[src/rtl/mc_port_arbiter.sv]
// mc_port_arbiter: two-port round-robin arbiter in front of the DDR2
// memory-controller command interface. Port 1 is the data cache, port 2 the
// second client. One command is outstanding at a time; completion is
// returned to the owning port as a one-cycle ready pulse with read data.
// A WAIT-state timeout forces completion and sets a sticky error flag.
module mc_port_arbiter #(
  parameter int ADDR_W  = 28,
  parameter int DATA_W  = 256,
  parameter int TIMEOUT = 255
) (
  input  logic              clk,
  input  logic              rst,
  // port 1 (data cache)
  input  logic [DATA_W-1:0] mem_data_wr1,
  input  logic [ADDR_W-1:0] mem_data_addr1,
  input  logic              mem_rw_data1,
  input  logic              mem_valid_data1,
  output logic [DATA_W-1:0] mem_data_rd1,
  output logic              mem_ready_data1,
  // port 2 (second client)
  input  logic [DATA_W-1:0] mem_data_wr2,
  input  logic [ADDR_W-1:0] mem_data_addr2,
  input  logic              mem_rw_data2,
  input  logic              mem_valid_data2,
  output logic [DATA_W-1:0] mem_data_rd2,
  output logic              mem_ready_data2,
  // memory-controller command interface
  output logic              mc_cmd_valid,
  input  logic              mc_cmd_ack,
  output logic              mc_rw,
  output logic [ADDR_W-1:0] mc_addr,
  output logic [DATA_W-1:0] mc_wr_data,
  input  logic              mc_rsp_valid,
  input  logic [DATA_W-1:0] mc_rd_data,
  // status
  output logic              grant,
  output logic              error
);

  // Counter only has to reach TIMEOUT-1, so clog2(TIMEOUT) bits suffice.
  localparam int CNT_W = (TIMEOUT > 1) ? $clog2(TIMEOUT) : 1;
  localparam logic [CNT_W-1:0] CNT_LAST = CNT_W'((TIMEOUT > 0) ? TIMEOUT - 1 : 0);

  typedef enum logic [1:0] {
    IDLE  = 2'd0,
    ISSUE = 2'd1,
    WAIT  = 2'd2,
    RESP  = 2'd3
  } state_t;

  state_t            state;
  logic              last_grant;
  logic [CNT_W-1:0]  cnt;

  logic              req_any;
  logic              pick;
  logic              sel_rw;
  logic [ADDR_W-1:0] sel_addr;
  logic [DATA_W-1:0] sel_wdata;
  logic              timeout_hit;
  logic              wait_done;
  logic [DATA_W-1:0] rsp_data;

  // Arbitration choice and command mux, plus WAIT completion decode.
  always_comb begin
    req_any     = mem_valid_data1 | mem_valid_data2;
    // With both ports requesting, the port that did not own the last
    // command wins; otherwise the lone requester wins.
    pick        = (mem_valid_data1 & mem_valid_data2) ? ~last_grant : mem_valid_data2;
    sel_rw      = pick ? mem_rw_data2   : mem_rw_data1;
    sel_addr    = pick ? mem_data_addr2 : mem_data_addr1;
    sel_wdata   = pick ? mem_data_wr2   : mem_data_wr1;
    timeout_hit = (TIMEOUT != 0) && (cnt == CNT_LAST);
    // A real response beats a timeout landing in the same cycle.
    wait_done   = mc_rsp_valid | timeout_hit;
    rsp_data    = mc_rsp_valid ? mc_rd_data : '0;
  end

  // Command FSM with all outputs registered.
  always_ff @(posedge clk or negedge rst) begin
    if (!rst) begin
      state           <= IDLE;
      last_grant      <= 1'b1;
      cnt             <= '0;
      mem_data_rd1    <= '0;
      mem_data_rd2    <= '0;
      mem_ready_data1 <= 1'b0;
      mem_ready_data2 <= 1'b0;
      mc_cmd_valid    <= 1'b0;
      mc_rw           <= 1'b0;
      mc_addr         <= '0;
      mc_wr_data      <= '0;
      grant           <= 1'b0;
      error           <= 1'b0;
    end else begin
      // Ready is a single-cycle pulse; it is only raised on entry to RESP.
      mem_ready_data1 <= 1'b0;
      mem_ready_data2 <= 1'b0;
      case (state)
        IDLE: begin
          if (req_any) begin
            grant        <= pick;
            mc_rw        <= sel_rw;
            mc_addr      <= sel_addr;
            mc_wr_data   <= sel_wdata;
            mc_cmd_valid <= 1'b1;
            state        <= ISSUE;
          end
        end
        ISSUE: begin
          if (mc_cmd_ack) begin
            mc_cmd_valid <= 1'b0;
            cnt          <= '0;
            state        <= WAIT;
          end
        end
        WAIT: begin
          cnt <= cnt + CNT_W'(1);
          if (wait_done) begin
            state <= RESP;
            if (!mc_rsp_valid) begin
              error <= 1'b1;
            end
            if (grant) begin
              mem_ready_data2 <= 1'b1;
              if (!mc_rw) begin
                mem_data_rd2 <= rsp_data;
              end
            end else begin
              mem_ready_data1 <= 1'b1;
              if (!mc_rw) begin
                mem_data_rd1 <= rsp_data;
              end
            end
          end
        end
        RESP: begin
          // The IDLE cycle that follows keeps a still-high old valid from
          // being accepted a second time.
          last_grant <= grant;
          state      <= IDLE;
        end
        default: begin
          state <= IDLE;
        end
      endcase
    end
  end

endmodule

[config.mk]
export PLATFORM = sky130hd
export DESIGN_NAME = mc_port_arbiter
export DESIGN_NICKNAME = d
export VERILOG_FILES = /design/src/rtl/mc_port_arbiter.sv
export SDC_FILE = /design/constraint.sdc
export NUM_CORES = 1
export LEC_CHECK = 0
export CAP_MARGIN = 30
export CORE_AREA = 2 2 641 643
export CTS_CLUSTER_DIAMETER = 150
export DETAILED_ROUTE_END_ITERATION = 8
export DIE_AREA = 0 0 643 645
export PLACE_DENSITY = 0.37
export SYNTH_ARGS = -nofsm -noshare
export SYNTH_HDL_FRONTEND = slang
export SYNTH_SLANG_ARGS = --single-unit
[constraint.sdc]
create_clock -name clk -period 2 [get_ports clk]
set_input_delay 0.3 -clock clk [delete_from_list [all_inputs] [get_ports clk]]
set_output_delay 0.3 -clock clk [all_outputs]
set_load 0.02 [all_outputs]
# Word level (Yosys, flattened, before mapping)
# Cells that the tools add are included.
[word_totals]
register_bits = 813
[classes]
muxes = 20
n_reduce_logical = 10
n_addsub = 1
eq_ne = 7
bitwise_logic = 7
[op_table]
columns = ["cell", "count"]
rows = [
  ["$mux 256", 2],
  ["$mux 28", 1],
  ["$pmux 8 s2", 1],
  ["$mux 1", 10],
  ["$reduce_and 3->1", 3],
  ["$add 8x1->8 const B", 1],
  ["$eq 8x8->1 const B", 1],
  ["$mux 8", 1],
  ["$pmux 2 s4", 1],
  ["$reduce_and 4->1", 2],
  ["$mux 2", 3],
  ["$ne 2x2->1 const B", 3],
  ["$eq 2x2->1 const B", 2],
  ["$not 1->1", 4],
  ["$reduce_and 2->1", 2],
  ["$reduce_bool 2->1", 2],
  ["$eq 2x1->1 const B", 1],
  ["$logic_not 2->1", 1],
  ["$or 1x1->1", 2],
  ["$pmux 1 s2", 1],
  ["$and 1x1->1", 1],
]

# Logic depth before layout (Yosys ltp)
[logic_depth]
ltp_word = 4
ltp_mapped = 8
depth_no_buf = 6

# Worst setup path before layout
# No wires, ideal clock.
[synth_path]
kind = "register to register"
start = "reg state[0]"
end = "reg state[1]"
slack_ns = 0.235
t_arrival_ns = 1.640
synth_period_minus_slack_ns = 1.765
path_stages_with_launch = 7
path_cell_list = "dfrtp_1 > inv_1 > ha_1 > buf_4 > inv_1 > o311ai_0 > mux2_2"
[synth_via]
elab_chain_len = 3
elab_cells_between_ends = 9
classes_between = "6 x eq/ne; 1 x mux; 2 x reduce/logical"
[synth_rtl]
columns = ["item", "line_no", "rtl"]
rows = [
  ["start: declaration", "51", "state_t state;"],
  ["start signal: assignment", "82", "state <= IDLE;"],
  ["start signal: assignment", "107", "state <= ISSUE;"],
  ["start signal: assignment", "114", "state <= WAIT;"],
  ["$eq 2x2->1, or another cell as far along", "99", "case (state)"],
  ["$ne 2x2->1 (no line)", "--", ""],
  ["$reduce_and 3->1 (no line)", "--", ""],
]
# Several ways; a longest one is shown, not always the timed one.
# A chain may end at the register's enable or synchronous reset.

# Worst setup path after layout
[layout_path]
start = "reg mc_rw"
end = "reg mem_data_rd2[7]"
[layout_via]
elab_chain_len = 2
[layout_rtl]
columns = ["item", "line_no", "rtl"]
rows = [
  ["start: declaration", "30", "output logic mc_rw,"],
  ["start signal: assignment", "103", "mc_rw <= sel_rw;"],
  ["$not 1->1 (no line)", "--", ""],
  ["$reduce_and 4->1 (no line)", "--", ""],
  ["end signal: assignment", "127", "mem_data_rd2 <= rsp_data;"],
  ["end: declaration", "25", "output logic [DATA_W-1:0] mem_data_rd2,"],
]
# Every way passes these cells.

==> impl_metrics.toml <==
[outcome]
outcome = "complete, but fails checks"
violations = "setup timing"

[synth]
seq_area_frac_synth_pct = 60.3
syn-cell-area_sq_um = 33700
ys_top_cells_by_area = "dfrtp_1 60%, o2bb2ai_1 13%, mux2i_1 8.5%"
synth_top_area_share_pct = 60.2
synth_cells = 2754
syn_area_per_cell_sq_um = 12.3
yosysTopAreaCell = "dfrtp_1"
synth-seq-cells = 813
synthDistinctLibCells = 37
synth_nets = 3592
yosys_warnings = 0

[layout]
multi_input_area_sq_um = 12000
nNetsFinal = 5495
drive_gt1_share_pct = 15.8
layout_commonest_cell = "clkdlybuf4s50_1"
stdcell_count = 10200
layout_common_cells = "830 x clkdlybuf4s50_1, 772 x dfrtp_1, 512 x o2bb2ai_1"
fillerInstances = 46000
area.growth.synth_to_final_pct = 87.6
design_area_sq_um = 63300
layout.area.seq_sq_um = 20400

[route]
drtIter0Drc = 1531
topRoutingLayerUsed = "met5"
via_per_inst = 3.03
dr_wl_met3_mm = 17.3
post-route-drc-count = 0
vias = 31000
met1_length_mm = 92.2
drt-wirelength-per-cell_microns = 25.9
met2_length_mm = 147
routed_wl_mm = 265
drtPass1Iterations = 5
ant_nets = 0

[setup_path]
rrSetupSlack_ns = -0.20
crit_type = "register to register"
reg2reg_to = "mem_data_rd2[7]"
endpoint_kind = "register"
worstReg2RegStart = "mc_rw"
cp.required_ns = 2.68
startpoint_type = "register"
worstPathArrival_ns = 2.88
worstRegToRegCells = 6
critPathMaxFanout = 26

[timing]
tightest_slew_ns = 0.771
fmax_mhz = 454
setup_violations = 301
min_period_ns = 2.20
whs_ns = 0.111
maxSlewHeadroom_pct = 48.6
grt_setup_unrepaired = "true"
maxSlewViolCount = 0
finClkSkew_ns = 0.0481
finalHoldViolCount = 0
period_share_pct = 110
worst_slack_ns = -0.201

[cts]
clockRootBuffer = "clkbuf_16"
htree_levels = 3
cts-buffers-inserted = 110
clock_path_buffers = 4
cts_tree = "built"
clkTransAtPathRegs_ns = 0.06
clk_latency_ns = 0.84
cts_sinks = 813

[place]
gp_congestion = 0.894
io_buffers = 1633
pre_cts_slack_ns = -0.460
hpwl_mm = 221
placed_cell_area_sq_um = 57900
dp.cells = 9828

[global_routing]
grt_pass1_vias = 33400
overflow = 0
grt_pass1_wl_mm = 342
grt_max_degree = 118
antenna_found_initial = 100
grt_use_total_pct = 12.2

[min_path]
hold_class = "input pin to register"
whs_path_depth = 3
worstHoldEndpoint = "mc_wr_data[120]"
min-delay-start = "mem_data_wr1[120]"

[die]
die_x_microns = 643
die_y_microns = 645
start_util_pct = 8.27
num_rows = 235
design.die.area_sq_um = 415000
ios = 1634
core_sq_um = 408000

[pwr]
leakagePower_uw = 0.0266
power.density_nw_per_um2 = 1550
ir_drop_mv = 0.741
finalPower_uw = 97800

[run]
maxCapViolCount = 0
cells by family (layout without fill, tap and decap cells):
| group | after synthesis | in the layout | synth area share (%) |
|---|---|---|---|
| xor gates and xnor gates | 2 | 2 | 0.0519 |
| muxes | 289 | 289 | 8.58 |
| DFF | 813 | 813 | 60.3 |
| buffers and inverters | 245 | 2229 | 4.32 |
| AOI/OAI and AO/OA | 817 | 817 | 17.9 |
| other | 0 | 46 | 0 |
| and+or+nand+nor | 582 | 582 | 8.59 |
| adders and majority gates | 6 | 6 | 0.222 |
layout make-up:
type	instances	area share [%]
flip-flops and latches	813	32.2
repair buffers	2029	31.9
multi-input cells	1696	19.0
well taps	5451	10.8
clock buffers	159	5.05
clock inverters	34	0.806
diodes	46	0.182
inverters	7	0.0415
timing repair:
action | in CTS | in global routing
pin swaps | 0 | 1
buffers inserted | 4 | 3
endpoints found under the hold margin | 612 | 0
hold buffers | 137 | 0
setup endpoints to repair | 795 | 383
gates cloned | 4 | 20
resized for setup | 1304 | 41
per-stage QoR:
| step | TNS, ns | utilization, % |
|---|---|---|
| finish | -34.07 | 15.5 |
| global route | -46.00 | 15.5 |
| CTS | -15.66 | 15.3 |
| detailed placement | -72.14 | 14.2 |
| global placement | -74.39 | 14.2 |
| floorplan | 0 | - |
sequential cells by signal, summed over array words and instances, names as in the netlist:
signal,count
mc_wr_data,256
mem_data_rd1,256
mem_data_rd2,256
mc_addr,28
cnt,8
state,2
error,1
grant,1
last_grant,1
mc_cmd_valid,1
mc_rw,1
mem_ready_data1,1
mem_ready_data2,1
synth_stat cells:
cell type	count
nor2b_1	1
o21bai_4	1
nand4b_4	1
nand4_2	1
o21ai_1	51
dfstp_2	1
buf_4	13
nand2b_1	257
o21ai_0	239
buf_6	59
and3_1	2
a21o_1	1
buf_2	38
mux2i_1	287
nor3_1	5
a21oi_1	5
nand3b_1	1
clkbuf_1	126
nand3_2	1
nand2_1	294
mux2_2	2
ha_1	6
buf_1	2
o2bb2ai_1	512
nor2_1	10
dfrtp_1	812
xnor2_1	2
o31ai_1	1
a21boi_1	1
o311ai_0	2
o221ai_1	2
nand3_1	6
o2111ai_1	1
a22o_1	1
or3_1	2
inv_1	7
or3b_2	1
critical path, stage by stage (launching register included):
cell and delay [ns]:
dfrtp_4 0.48, buf_12 0.15, buf_4 0.21, nand4b_4 0.22
buf_12 0.18, clkbuf_16 0.37, o2bb2ai_1 0.13
report_power, final:
group | internal, uW | switching [uW] | leakage [uW]
combinational | 18200 | 29200 | 0.0147
clock | 12500 | 8340 | 0.00182
sequential | 24100 | 5490 | 0.0101
total | 54800 | 43000 | 0.0266
per-layer routing:
metal	up-vias	track usage [%]
li1	13800	-
met1	15700	12.3
met2	1099	24.1
met3	299	3.51
met4	40	3.65
met5	-	0
worst max path at each step:
stage                  endpoint             from  slack, ns
6_report        mem_data_rd2[7]            mc_rw      -0.20
5_1_grt        mem_data_rd1[34]            mc_rw      -0.19
4_1_cts                   mc_rw            mc_rw      -0.25
3_5_place_dp     mc_wr_data[44]  mem_valid_data1      -0.46
3_3_place_gp     mc_wr_data[44]  mem_valid_data1      -0.50
2_1_floorplan          state[1]         state[0]       0.24
No activity file was read; power rests on OpenSTA's default activity.
